[config.mk]
export PLATFORM = sky130hd
export DESIGN_NAME = hll_layer_accumulator
export DESIGN_NICKNAME = d
export VERILOG_FILES = /design/src/rtl/hll_pkg.sv /design/src/rtl/hll_onehot_decode.sv /design/src/rtl/hll_layer_accumulator.sv
export SDC_FILE = /design/constraint.sdc
export NUM_CORES = 2
export LEC_CHECK = 0
export CAP_MARGIN = 20
export CORE_UTILIZATION = 55
export DETAILED_ROUTE_END_ITERATION = 7
export HOLD_SLACK_MARGIN = 0.12
export PLACE_DENSITY = 0.83
export SLEW_MARGIN = 40
export SYNTH_ARGS = -nofsm -noshare
export SYNTH_HDL_FRONTEND = slang
export SYNTH_SLANG_ARGS = --single-unit
[constraint.sdc]
create_clock -name clk -period 2.3 [get_ports clk]
set_clock_uncertainty 0.15 [all_clocks]
set_input_delay 0.46 -clock clk [delete_from_list [all_inputs] [get_ports clk]]
set_output_delay 0.46 -clock clk [all_outputs]
set_load 0.02 [all_outputs]
[src/rtl/hll_pkg.sv]
// Shared types and helpers for the HLL layer accumulator slice.
package hll_pkg;

    localparam int HLL_HASH_IN_W  = 64;
    localparam int HLL_CNT_W      = 16;
    localparam int HLL_LAYER_ID_W = 8;

    typedef enum logic [0:0] {
        ACCUM = 1'b0,
        HOLD  = 1'b1
    } hll_acc_state_t;

    typedef logic [HLL_LAYER_ID_W-1:0] hll_layer_id_t;

    // Saturating increment so a flooded layer pins at all-ones instead of wrapping.
    function automatic logic [HLL_CNT_W-1:0] hll_sat_inc(
        input logic [HLL_CNT_W-1:0] cnt,
        input logic                 inc
    );
        if (inc && (cnt != {HLL_CNT_W{1'b1}})) begin
            return cnt + {{(HLL_CNT_W-1){1'b0}}, 1'b1};
        end else begin
            return cnt;
        end
    endfunction

endpackage

[src/rtl/hll_onehot_decode.sv]
// Enable-qualified binary index to one-hot decoder.
module hll_onehot_decode #(
    parameter int WIDTH = 64,
    parameter int IDX_W = $clog2(WIDTH)
) (
    input  logic [IDX_W-1:0] idx,
    input  logic             en,
    output logic [WIDTH-1:0] onehot
);

    // Single set bit at idx when enabled, all zeros otherwise.
    always_comb begin
        onehot = '0;
        if (en) begin
            onehot[idx] = 1'b1;
        end else begin
            onehot = '0;
        end
    end

endmodule

[src/rtl/hll_layer_accumulator.sv]
// Per-layer hash bitmap accumulator with double-buffered sealed snapshot.
// Optional per-layer token counters are enabled with `define HLL_ACC_COUNT_EN.
module hll_layer_accumulator
    import hll_pkg::*;
#(
    parameter int NUM_LAYERS = 8,
    parameter int HASH_WIDTH = 64,
    parameter int IDX_W      = $clog2(HASH_WIDTH),
    parameter int LAYER_W    = $clog2(NUM_LAYERS)
) (
    input  logic                                   clk,
    input  logic                                   rst_n,
    input  logic                                   in_valid,
    output logic                                   in_ready,
    input  logic [LAYER_W-1:0]                     in_layer,
    input  logic [HLL_HASH_IN_W-1:0]               in_hash,
    input  logic                                   seal_req,
    output logic                                   snap_valid,
    input  logic                                   snap_ready,
    output logic [NUM_LAYERS-1:0][HASH_WIDTH-1:0]  snap_registers,
    output logic                                   seal_pending,
    output logic                                   err_drop
`ifdef HLL_ACC_COUNT_EN
    ,
    output logic [NUM_LAYERS-1:0][HLL_CNT_W-1:0]   snap_count
`endif
);

    hll_acc_state_t state_r, state_nxt_s;

    logic ready_r, snap_valid_r, seal_pending_r, err_drop_r;
    logic snap_valid_nxt_s, seal_pending_nxt_s, do_seal_s;
    logic accept_s, in_range_s, hit_en_s;
    logic unused_hash_s;

    logic [HASH_WIDTH-1:0]                  onehot_s;
    logic [NUM_LAYERS-1:0]                  layer_hit_s;
    logic [NUM_LAYERS-1:0][HASH_WIDTH-1:0]  token_bits_s;
    logic [NUM_LAYERS-1:0][HASH_WIDTH-1:0]  live_r;
    logic [NUM_LAYERS-1:0][HASH_WIDTH-1:0]  snap_r;

    assign accept_s      = in_valid & ready_r;
    assign in_range_s    = (hll_layer_id_t'(in_layer) < hll_layer_id_t'(NUM_LAYERS));
    assign hit_en_s      = accept_s & in_range_s;
    assign unused_hash_s = ^in_hash[HLL_HASH_IN_W-1:IDX_W];

    hll_onehot_decode #(
        .WIDTH (HASH_WIDTH),
        .IDX_W (IDX_W)
    ) u_decode (
        .idx    (in_hash[IDX_W-1:0]),
        .en     (hit_en_s),
        .onehot (onehot_s)
    );

    // Steer the shared one-hot into the addressed layer only.
    always_comb begin
        layer_hit_s  = '0;
        token_bits_s = '0;
        for (int l = 0; l < NUM_LAYERS; l++) begin
            layer_hit_s[l]  = hit_en_s & (hll_layer_id_t'(in_layer) == hll_layer_id_t'(l));
            token_bits_s[l] = onehot_s & {HASH_WIDTH{layer_hit_s[l]}};
        end
    end

    // Seal/handshake control; a seal in HOLD only fires on the accept edge.
    always_comb begin
        state_nxt_s        = state_r;
        do_seal_s          = 1'b0;
        snap_valid_nxt_s   = snap_valid_r;
        seal_pending_nxt_s = seal_pending_r;
        case (state_r)
            ACCUM: begin
                if (seal_req) begin
                    do_seal_s        = 1'b1;
                    snap_valid_nxt_s = 1'b1;
                    state_nxt_s      = HOLD;
                end else begin
                    state_nxt_s      = ACCUM;
                end
            end
            HOLD: begin
                if (snap_ready) begin
                    seal_pending_nxt_s = 1'b0;
                    if (seal_pending_r || seal_req) begin
                        do_seal_s        = 1'b1;
                        snap_valid_nxt_s = 1'b1;
                    end else begin
                        snap_valid_nxt_s = 1'b0;
                        state_nxt_s      = ACCUM;
                    end
                end else begin
                    seal_pending_nxt_s = seal_pending_r | seal_req;
                end
            end
            default: begin
                state_nxt_s        = ACCUM;
                snap_valid_nxt_s   = 1'b0;
                seal_pending_nxt_s = 1'b0;
            end
        endcase
    end

    // Control state and status flags.
    always_ff @(posedge clk or negedge rst_n) begin
        if (!rst_n) begin
            state_r        <= ACCUM;
            ready_r        <= 1'b0;
            snap_valid_r   <= 1'b0;
            seal_pending_r <= 1'b0;
            err_drop_r     <= 1'b0;
        end else begin
            state_r        <= state_nxt_s;
            ready_r        <= 1'b1;
            snap_valid_r   <= snap_valid_nxt_s;
            seal_pending_r <= seal_pending_nxt_s;
            err_drop_r     <= accept_s & ~in_range_s;
        end
    end

    // Live bitmap and snapshot; the seal-cycle token lands in the snapshot.
    always_ff @(posedge clk or negedge rst_n) begin
        if (!rst_n) begin
            live_r <= '0;
            snap_r <= '0;
        end else if (do_seal_s) begin
            snap_r <= live_r | token_bits_s;
            live_r <= '0;
        end else begin
            live_r <= live_r | token_bits_s;
        end
    end

`ifdef HLL_ACC_COUNT_EN
    logic [NUM_LAYERS-1:0][HLL_CNT_W-1:0] cnt_live_r, cnt_nxt_s, cnt_snap_r;

    // Next live count per layer, saturating.
    always_comb begin
        cnt_nxt_s = '0;
        for (int l = 0; l < NUM_LAYERS; l++) begin
            cnt_nxt_s[l] = hll_sat_inc(cnt_live_r[l], layer_hit_s[l]);
        end
    end

    // Counters follow the bitmap: copied and zeroed on the same seal edge.
    always_ff @(posedge clk or negedge rst_n) begin
        if (!rst_n) begin
            cnt_live_r <= '0;
            cnt_snap_r <= '0;
        end else if (do_seal_s) begin
            cnt_snap_r <= cnt_nxt_s;
            cnt_live_r <= '0;
        end else begin
            cnt_live_r <= cnt_nxt_s;
        end
    end

    assign snap_count = cnt_snap_r;
`endif

    assign in_ready       = ready_r;
    assign snap_valid     = snap_valid_r;
    assign seal_pending   = seal_pending_r;
    assign err_drop       = err_drop_r;
    assign snap_registers = snap_r;

endmodule
==> out/qor.yml <==
status:
  status: "completed"
place:
  port_buffers: 528
  gp_congestion: 0.836
  dp.final_hpwl_um: 83000
  placed_cells: 4935
detailed_routing:
  viasPerCell: 6.19
  wl_per_cell_um: 25.1
  drc_errors: 0
  vias: 31700
  drt_first_pass_iters: 6
  antenna_left: 0
  dr.first_iter.drc_count: 3671
  drt_wl_total_um: 129000
yosys:
  yosysUniqueCellTypes: 29
  synth_fp_nets: 3538
  syn_inst: 3466
  synth_seq_cells: 1028
  yosysWarnings: 0
  synth_xor_area_frac: 0
  synthAdderAreaFrac: 0
  synth_top_family_by_area: "multiplexers"
  syn_area_sq_um: 41700
  synth_area_per_cell_sq_um: 12.0
  synthMuxAreaShare: 0.123
  synth-simple-area-share: 0.0549
  synth-compound-area-share: 0.112
  ys_seq_area_frac: 0.617
critical_path:
  rrSetupSlack_ns: 0.29
  critPathKind: "register to output pin"
  path_max_fanout: 2
  slowest_delay_ns: 0.63
  required_ns: 1.69
  slowest_stage: "clkdlybuf4s50_1"
  endpoint_kind: "output pin"
  path_delay_family: "buffers and inverters"
  path_buf_inv: 1
  crit_chain: "clkdlybuf4s50_1"
  cp.arrival_ns: 1.67
  start_kind: "register"
timing:
  tightest_slew_ns: 0.654
  period_needed_ns: 2.28
  final_max_slew_viol_count: 0
  max_slew_margin: 0.564
  grt_setup_unrepaired: "false"
  hold_ws_ns: 0.250
  setup_tns_ns: 0
  setup_viol: 0
  hold_violations: 0
  clock.fmax_mhz: 438
  post-route-period-util: 0.993
die:
  die_height_um: 277
  io_pins: 588
  core_area_sq_um: 74700
  rows: 100
  initial_core_util: 0.558
  chipWidth_um: 277
  dieArea_sq_um: 76900
final_layout:
  seq_area_sq_um: 25700
  num-nets-final: 4141
  synthToLayoutAreaGrowth_pct: 29.1
  multi_input_area_sq_um: 12200
  fill_cells: 4581
  drive_above_1_share: 0.131
  final_cells: 5126
pwr:
  sequentialPowerShare: 0.471
  power_leakage_nw: 26.5
  power_density_nw_per_um2: 715
  swShare: 0.243
  power.switching_mw: 9.36
  combinationalPowerShare: 0.086
  intPower_mw: 29.1
  clkPwrFrac: 0.443
  ir_worst_vdd_mv: 0.580
global_routing:
  grt_pass1_wl_um: 198000
  track_usage: 0.336
  grt_pass1_vias: 32900
  grt_start_max_net_pins: 61
  gr-total-overflow: 0
  antenna_found_initial: 7
clock_network:
  clk_latency_ns: 0.66
  cts_num_sinks: 1028
  path_clk_slew_ns: 0.06
  cts_tree: "done"
  ctsHtreeMaxLevel: 3
  postCtsSetupRepairBufs: 0
  cts_root_buf: "clkbuf_16"
  clock_path_buffers: 3
  cts_buffers: 100
hold_path:
  hp-class: "input port to asynchronous set/reset pin"
job:
  max_cap_violations: 0
==> power by group through the flow <==
stage | Combinational, mW | Sequential (mW) | Clock (mW)
after floorplan | 1.64 | 18.5 | 0
after global placement | 3.20 | 18.4 | 0
after detailed placement | 3.24 | 18.4 | 0
after CTS | 3.26 | 18.1 | 17.1
after global routing | 3.45 | 18.1 | 17.9
final | 3.29 | 18.1 | 17.1
==> synthesized netlist by cell type <==
cell type	instances	area [sq um]
buf_8	1	15.0
clkbuf_1	56	210
nor2b_1	2	12.5
nor4bb_1	1	10.0
a41oi_1	493	4320
and2_1	1	6.26
and3b_1	1	8.76
and4b_1	8	80.1
a41oi_2	19	309
nor4_4	1	21.3
buf_6	29	327
and4bb_1	1	12.5
buf_4	36	270
a21o_1	1	7.51
nor2_1	513	1930
dfrtp_1	1028	25700
nand2b_1	1	6.26
and3_1	1	6.26
o21ai_0	1	5.00
buf_2	221	1110
and4bb_2	6	75.1
nor4b_4	4	95.1
and4_1	3	26.3
a21oi_1	4	20.0
inv_1	513	1930
conb_1	2	7.51
buf_1	6	22.5
nand2_1	1	3.75
mux2i_1	512	5120
==> cell type report <==
cell class	instances	share of cell area
antenna	5	0.000233
clock buffer	138	0.0536
clock inverter	47	0.0103
inverter	513	0.0358
multi-input combinational	1576	0.226
sequential	1028	0.478
tap	969	0.0225
timing repair buffer	850	0.173
==> worst register-to-register path, delay by kind of cell, from the launching register on <==
family | cells | cell delay [ns]
mux | 1 | 0.26
compound gates | 2 | 0.36
buf+inv | 3 | 0.67
flops | 1 | 0.47
==> cell families (layout without fill, tap and decap cells) <==
logic type | Yosys count | count (layout)
DFF | 1028 | 1028
buffers and inverters | 862 | 1548
and+or+nand+nor | 544 | 544
AOI/OAI and AO/OA | 518 | 518
muxes | 512 | 512
other | 2 | 7
==> cell usage in the layout, fill, tap and decap left out, types with 15 or more instances in the layout <==
cell,n
a41oi_1,493
a41oi_2,19
buf_12,140
buf_4,181
clkbuf_1,15
clkbuf_16,101
clkbuf_8,22
clkdlybuf4s50_1,285
clkinv_2,20
dfrtp_1,1027
dlygate4sd2_1,197
dlymetal6s2s_1,45
inv_1,513
mux2i_1,512
nor2_1,512
==> through the flow <==
step / cell area, sq um / setup WS (ns) / utilization / power, mW
detailed placement: 50500 / -0.299 / 0.676 / 21.7
floorplan: 41700 / 0.536 / - / 20.1
finish: 53800 / 0.0153 / 0.720 / 38.5
global route: 53800 / 0.0000919 / 0.720 / 39.4
CTS: 53700 / 0.000601 / 0.719 / 38.5
global placement: 50500 / -0.208 / 0.676 / 21.6
==> final timing paths <==
| kind | depth (start not counted) | from | to |
|---|---|---|---|
| setup / recovery | 1 | snap_registers[36]$_DFFE_PN0P_ | snap_registers[36] |
| hold / removal | 2 | rst_n | snap_registers[300]$_DFFE_PN0P_ |
| setup reg to reg | 6 | state_r$_DFF_PN0_ | snap_registers[441]$_DFFE_PN0P_ |
| hold reg to reg | 2 | live_r[0]$_DFF_PN0_ | live_r[0]$_DFF_PN0_ |
| max in group asynchronous | 3 | rst_n | live_r[498]$_DFF_PN0_ |
| min in group clk | 2 | seal_req | state_r$_DFF_PN0_ |
==> state kept, by name (all words and copies together), names as in the netlist <==
register / flops
seal_pending: 1
snap_registers: 512
live_r: 512
in_ready: 1
state_r: 1
snap_valid: 1
==> repair_timing <==
action                                  4_1_cts  5_1_grt
hold buffers                                  1        0
hold endpoints to repair                    336        0
endpoints found under the setup margin      197       46
gates resized for setup                     197       46
==> routing by layer <==
layer	vias up	track usage	routed length, um
met1	16200	0.441	49300
met3	418	0.0617	10800
met4	2	0.184	7240
met5	-	0	13
li1	13200	-	-
met2	1941	0.533	61500
No activity file was read; power rests on OpenSTA's default activity.
